===== config.mk =====
export PLATFORM = sky130hd
export DESIGN_NAME = counter_scheduler
export DESIGN_NICKNAME = d
export VERILOG_FILES = /design/src/rtl/counter_scheduler_pkg.sv /design/src/rtl/counter_scheduler_up_counter.sv /design/src/rtl/counter_scheduler.sv
export SDC_FILE = /design/constraint.sdc
export NUM_CORES = 1
export LEC_CHECK = 0
export CAP_MARGIN = 20
export CORE_ASPECT_RATIO = 1.75
export CORE_MARGIN = 2
export CORE_UTILIZATION = 28
export CTS_CLUSTER_DIAMETER = 60
export DETAILED_ROUTE_END_ITERATION = 16
export GPL_TIMING_DRIVEN = 0
export MAX_ROUTING_LAYER = met4
export PLACE_DENSITY_LB_ADDON = 0.3
export SKIP_LAST_GASP = 1
export SLEW_MARGIN = 30
export SYNTH_ARGS = -nofsm -noshare
export SYNTH_HDL_FRONTEND = slang
export SYNTH_SLANG_ARGS = --single-unit

===== constraint.sdc =====
create_clock -name clk -period 1.6 [get_ports clk]
set_clock_uncertainty 0.05 [all_clocks]
set_input_delay 0.16 -clock clk [delete_from_list [all_inputs] [get_ports clk]]
set_output_delay 0.16 -clock clk [all_outputs]
set_load 0.02 [all_outputs]

===== src/rtl/counter_scheduler_pkg.sv =====
// Shared types and constants for the two-requester counter scheduler.
package counter_scheduler_pkg;

  localparam int DEFAULT_WIDTH = 4;

  // IDLE | waiting for a request, counter cleared, no owner
  // RUN  | owner granted, counter advancing while en is high
  // DONE | terminal count reached, one-cycle completion pulse
  typedef enum logic [1:0] {
    IDLE = 2'd0,
    RUN  = 2'd1,
    DONE = 2'd2
  } state_t;

  // Round-robin pick between two requesters. ptr names the last-served
  // requester, so on a tie the other one wins. A lone request always wins.
  function automatic logic rr_pick(input logic [1:0] req, input logic ptr);
    logic winner;
    if (req == 2'b11) winner = ~ptr;
    else              winner = req[1];
    return winner;
  endfunction

endpackage


===== src/rtl/counter_scheduler_up_counter.sv =====
// Shared up-counter datapath: synchronous clear has priority over enable.
module up_counter
  import counter_scheduler_pkg::*;
#(
  parameter int WIDTH = DEFAULT_WIDTH
) (
  input  logic             clk,
  input  logic             reset,
  input  logic             clear,
  input  logic             en,
  output logic [WIDTH-1:0] q
);

  // Counter register: clear wins, otherwise step by one when enabled.
  always_ff @(posedge clk or posedge reset) begin
    if (reset)      q <= '0;
    else if (clear) q <= '0;
    else if (en)    q <= q + WIDTH'(1);
  end

endmodule


===== src/rtl/counter_scheduler.sv =====
// Two-requester round-robin scheduler owning one shared up-counter.
// The winner's terminal count is latched at grant, so later changes to
// len0/len1 do not disturb a run in progress.
module counter_scheduler
  import counter_scheduler_pkg::*;
#(
  parameter int WIDTH = DEFAULT_WIDTH
) (
  input  logic             clk,
  input  logic             reset,
  input  logic [1:0]       req,
  input  logic [WIDTH-1:0] len0,
  input  logic [WIDTH-1:0] len1,
  input  logic             en,
  output logic [1:0]       gnt,
  output logic [WIDTH-1:0] q,
  output logic             busy,
  output logic             done
);

  state_t           state, state_nxt;
  logic [1:0]       gnt_r, gnt_nxt;
  logic [WIDTH-1:0] len_r, len_nxt;
  logic             ptr, ptr_nxt;
  logic             owner;
  logic             winner;
  logic             cnt_clear;
  logic             cnt_en;

  // gnt is one-hot, so its upper bit is the owner's index.
  assign owner = gnt_r[1];

  up_counter #(.WIDTH(WIDTH)) u_cnt (
    .clk   (clk),
    .reset (reset),
    .clear (cnt_clear),
    .en    (cnt_en),
    .q     (q)
  );

  // Control registers; pointer resets to 1 so requester 0 wins the first tie.
  always_ff @(posedge clk or posedge reset) begin
    if (reset) begin
      state <= IDLE;
      gnt_r <= 2'b00;
      len_r <= '0;
      ptr   <= 1'b1;
    end else begin
      state <= state_nxt;
      gnt_r <= gnt_nxt;
      len_r <= len_nxt;
      ptr   <= ptr_nxt;
    end
  end

  // Next-state, arbitration and counter control.
  always_comb begin
    state_nxt = state;
    gnt_nxt   = gnt_r;
    len_nxt   = len_r;
    ptr_nxt   = ptr;
    cnt_clear = 1'b0;
    cnt_en    = 1'b0;
    winner    = rr_pick(req, ptr);

    case (state)
      IDLE: begin
        if (|req) begin
          gnt_nxt   = winner ? 2'b10 : 2'b01;
          len_nxt   = winner ? len1 : len0;
          cnt_clear = 1'b1;
          state_nxt = RUN;
        end
      end

      RUN: begin
        // Owner withdrawing its request aborts silently; it still counts
        // as served for round-robin purposes.
        if (!req[owner]) begin
          gnt_nxt   = 2'b00;
          cnt_clear = 1'b1;
          ptr_nxt   = owner;
          state_nxt = IDLE;
        end else if (en) begin
          if (q == len_r) state_nxt = DONE;
          else            cnt_en    = 1'b1;
        end
      end

      DONE: begin
        // Always return through IDLE so there is no back-to-back grant.
        gnt_nxt   = 2'b00;
        cnt_clear = 1'b1;
        ptr_nxt   = owner;
        state_nxt = IDLE;
      end

      default: begin
        gnt_nxt   = 2'b00;
        cnt_clear = 1'b1;
        state_nxt = IDLE;
      end
    endcase
  end

  assign gnt  = gnt_r;
  assign busy = (state != IDLE);
  assign done = (state == DONE);

endmodule


* Word-level counts from Yosys, hierarchy flattened
Index checks and enable logic that the tools add are counted.
** Word-level totals
- Flip-flop bits (word level) :: 13
- Logic and storage cells :: 49
- Output and inout bits :: 8
- Bits of input ports :: 13
** Cells by class
- Multiplexer cells :: 24
- Reductions and logical operators :: 9
- Magnitude comparators :: 1
- $add $sub $neg :: 1
- Eq/ne operators :: 8
- Bitwise operators :: 1
** Operators with widths (count)
- $mux 2 :: 7
- $mux 4 :: 3
- $mux 1 :: 10
- $pmux 2 s2 :: 2
- $ne 3x3->1 const B :: 2
- $reduce_and 2->1 :: 3
- $reduce_bool 2->1 :: 3
- $add 4x1->4 const B :: 1
- $eq 2x2->1 const B :: 2
- $eq 4x4->1 :: 1
- $ne 2x2->1 const B :: 2
- $pmux 1 s2 :: 2
- $reduce_and 3->1 :: 1
- $eq 2x1->1 const B :: 1
- $logic_not 2->1 :: 1
- $lt 1x2->1 const B :: 1
- $reduce_or 2->1 :: 1
- $not 1->1 :: 1

* Depth between registers and ports, before layout
- Depth after elaboration :: 7
- Gate-level depth with buffers :: 5
- Mapped depth without buffers :: 5

* Hierarchy
A second synthesis with hierarchy kept.
** Unflattened totals
- Cell total of the unflattened synthesis :: 68
- Area total of the unflattened synthesis :: 768.2 um2
** By module, submodules not included
- counter_scheduler :: instances 1, cells an instance 51, area each 571.8 um2, sequential area each 226.5 um2
- up_counter :: instances 1, cells an instance 17, area each 196.4 um2, sequential area each 100.1 um2

* Least setup slack after synthesis
Ideal clock, no wire load.
- Kind :: register -> register
- From :: register u_cnt.q[0]
- To :: register u_cnt.q[3]
- Path slack :: 0.288 ns
- Cell stages (with the launch flop) :: 5
- Data required time :: 1.470 ns
- Arrival :: 1.182 ns
- Setup time :: 0.080 ns
- Path buffers :: 0
- Cells stage by stage :: dfrtp_1 > xnor2_1 > nand4_1 > nand4_1 > mux2i_1
** Between the ends
- Word-level cells in the longest chain between the ends :: 6
- Elaborated cells between the ends (all ways) :: 9
** Ends and longest elaborated chain
- from (decl) :: RTL line counter_scheduler_up_counter.sv:11 : output logic [WIDTH-1:0] q
- from (signal assigned) :: RTL line counter_scheduler_up_counter.sv:18 : else if (en) q <= q + WIDTH'(1);
- $eq 4x4->1 :: RTL line counter_scheduler.sv:85 : if (q == len_r) state_nxt = DONE;
- $mux 1 :: RTL line counter_scheduler.sv:85
- $mux 1 :: RTL line counter_scheduler.sv:84 : end else if (en) begin
- $mux 1 :: RTL line counter_scheduler.sv:79 : if (!req[owner]) begin
- $mux 1 :: RTL line counter_scheduler.sv:66 : case (state)
- $reduce_bool 2->1 (no source line)
Several ways; a longest one is shown, not always the timed one. The select of a mux whose other input is x is not followed.
A chain may end at the register's enable or synchronous reset.

* Worst setup path in the final report
- From :: register u_cnt.q[0]
- To :: output port q[0]
** RTL lines
- to (decl) :: RTL line counter_scheduler.sv:16 : output logic [WIDTH-1:0] q,
No word-level cell between the ends.

==> results.txt <==
Post-Synth Simple-Gate Area -> 0.163
CTS Sinks -> 13
NetSw -> 0.600 mW
full die area -> 2980 sq um
Syn Area/Cell -> 10.6 sq um
DRC viols -> 0
vias -> 592
hpwl dp -> 1.17 mm
Final ANT Viol Nets -> 0
mux cell area share after synthesis -> 0.0896
adder-cell share of the synthesized area -> 0.0176
dominant cell type by area after synthesis -> dfrtp_1
CP bufs+invs -> 1
CTS Hold Bufs -> 0
worst path required time -> 1.39 ns
placed inst area -> 945 sq um
largest family of logic cells by synthesized area -> simple AND/OR/NAND/NOR gates
slowest CP cell -> clkdlybuf4s50_1
I/O pins -> 21
CTS root buffer -> clkbuf_8
R2R Path Start -> gnt[1]$_DFFE_PP0P_
Yosys top cell area share -> 0.422
fin. max-slew vios -> 0
Rows -> 24
vias per std cell -> 5.06
Hold Fails Final Rpt -> 0
EDFF count, synth -> 0
Power Total -> 1.57 mW
critical path type -> register to output pin
Worst R2R Setup Slack -> 0.18 ns
largest net degree at the start of global routing -> 14
Routability Congestion -> 0.752
worst rel slew slack -> 0.673
Net Count, Synth -> 81
n_diodes -> 0
distinct cell type count of the synthesized netlist -> 24
wire per inst -> 12.7 um
Worst-Skew Late Latency -> 0.24 ns
Fmax -> 647 MHz
asr flop ratio synth -> 1.00
TritonCTS buffer count -> 3
core footprint -> 2460 sq um
CTS H-tree depth -> 1
sw frac -> 0.381
worst reg2reg endpoint -> gnt[0]$_DFFE_PP0P_
die span in x -> 42.1 um
Clk pwr share -> 0.185
RSZ-0062 raised after global routing -> no
Gates resized, CTS repair -> 3
first-pass GRT wire length -> 2.48 mm
Arr. time, crit path -> 1.34 ns
logic gate share of total power -> 0.444
CTS Buffer Depth -> 2
final critical-path share of the clock period -> 0.967
min cycle time layout -> 1.55 ns
drt pass-1 iters -> 4
nets@finish -> 106
R2R cell count -> 3
Worst Tran Pin Value -> 0.490 ns
Synth Register Bits -> 13
layout cell share with drive strength beyond 1 -> 0.121
max cap viols -> 0
Clock Pin Slew Worst Setup and Hold Paths -> 0.05 ns
drt initial violations -> 15
status -> completed
Synth Warn # -> 0
Synth Area in Compound Gates -> 0.158
CP delay by family, top -> buffers and inverters
CP max FO -> 6
final setup TNS -> 0 ns
number of setup buffers added after CTS -> 0
Lkg Pwr -> 0.472 nW
antenna violations before repair -> 0
CTS tree -> yes
final instance area -> 986 sq um
Worst Setup SP -> u_cnt.q[0]$_DFFE_PP0P_
crit-path cells -> clkdlybuf4s50_1
Worst Hold Class -> input port to asynchronous set/reset pin
Routed WL -> 1.49 mm
number of global-route vias before repair -> 557
Overflow after GRT -> 0
initial core utilization -> 0.289
Internal -> 0.973 mW
Mapped Area -> 712 sq um
max incr delay on CP -> 0.64 ns
Top FF cell, synth -> dfrtp_1
Synth area leaders -> dfrtp_1 42%, mux2i_1 7.0%, a222oi_1 5.6%
area delta synth->final -> 38.5%
Port Buf Inserts -> 20
crit end category -> output pin
Pwr Density -> 1600 nW/um^2
Syn Inst Count -> 67
final setup vio count -> 0
xor/xnor share of the synthesized area -> 0.0492
sequential share of power -> 0.371
Seq/Total Area, Yosys -> 0.459
Startpoint Class -> register
peak supply drop -> 0.000624 V
die height -> 70.7 um
gr usage total -> 0.118
[power groups by stage]
stage,Combinational (mW),Sequential (mW),Clock [mW]
global route,0.774,0.602,0.315
detailed placement,0.729,0.593,0
floorplan,0.476,0.593,0
finish,0.698,0.584,0.291
CTS,0.711,0.588,0.298
global placement,0.710,0.587,0
[per-stage QoR]
stage          setup slack [ns]  cells  hold slack (ns)  utilization
3_3_place_gp            -0.0479    113            0.426        0.384
3_5_place_dp            -0.0782    113            0.429        0.384
6_report                 0.0533    117            0.187        0.400
5_1_grt                  0.0209    117            0.232        0.400
4_1_cts                  0.0388    117            0.204        0.400
2_1_floorplan             0.288     67          -0.0138            -
[per-layer routing]
| layer | routed length [um] | share of wire | vias to the layer above | GRT usage |
|---|---|---|---|---|
| li1 | - | - | 287 | - |
| met1 | 528 | 0.35 | 281 | 0.115 |
| met2 | 817 | 0.55 | 19 | 0.191 |
| met3 | 77 | 0.052 | 5 | 0.0255 |
| met4 | 66 | 0.044 | 0 | 0.104 |
| met5 | 0 | 0 | - | - |
[worst max path at each step]
stage	to	slack, ns	cells after the start
2_1_floorplan	u_cnt.q[3]$_DFFE_PP0P_	0.29	4
3_3_place_gp	gnt[0]$_DFFE_PP0P_	-0.05	4
3_5_place_dp	gnt[0]$_DFFE_PP0P_	-0.08	4
4_1_cts	q[0]	0.04	1
5_1_grt	q[0]	0.02	1
6_report	q[0]	0.05	1
[synthesized netlist by cell type (all sizes together) (2+ instances only)]
cell type / number
a21o: 2
a222oi: 4
and3: 3
dfrtp: 12
inv: 10
mux2i: 6
nand2: 6
nand2b: 2
nand4: 3
nor2: 3
o211ai: 2
o21ai: 3
xnor2: 4
[state kept, by name, summed over array words and instances (netlist names)]
name	count
len_r	4
u_cnt.q	4
gnt	2
state	2
ptr	1
[kinds of logic (layout without fill, tap and decap cells)]
family,Yosys count,after routing
xor+xnor,4,4
simple gates,20,20
mux,6,6
fa+ha+maj,1,1
buf+inv,11,35
flops,13,13
compound gates,12,12
[layout make-up]
class | count | area (sq um)
Inverter | 10 | 37.5
Buffer | 1 | 7.51
Multi-Input combinational cell | 43 | 340
Clock buffer | 4 | 45.0
Timing Repair Buffer | 20 | 196
Tap cell | 26 | 32.5
Sequential cell | 13 | 327
Fill cell | 264 | 1480
[cells in the final DEF, fill, tap and decap left out, types with 3 or more instances in the layout]
cell	n
a222oi_1	4
and3_1	3
clkbuf_8	3
clkdlybuf4s50_1	17
dfrtp_1	12
dlygate4sd2_1	3
inv_1	9
mux2i_1	5
nand2_1	6
nand4_1	3
o21ai_1	3
xnor2_1	4
(Power assumes the default switching activity.)
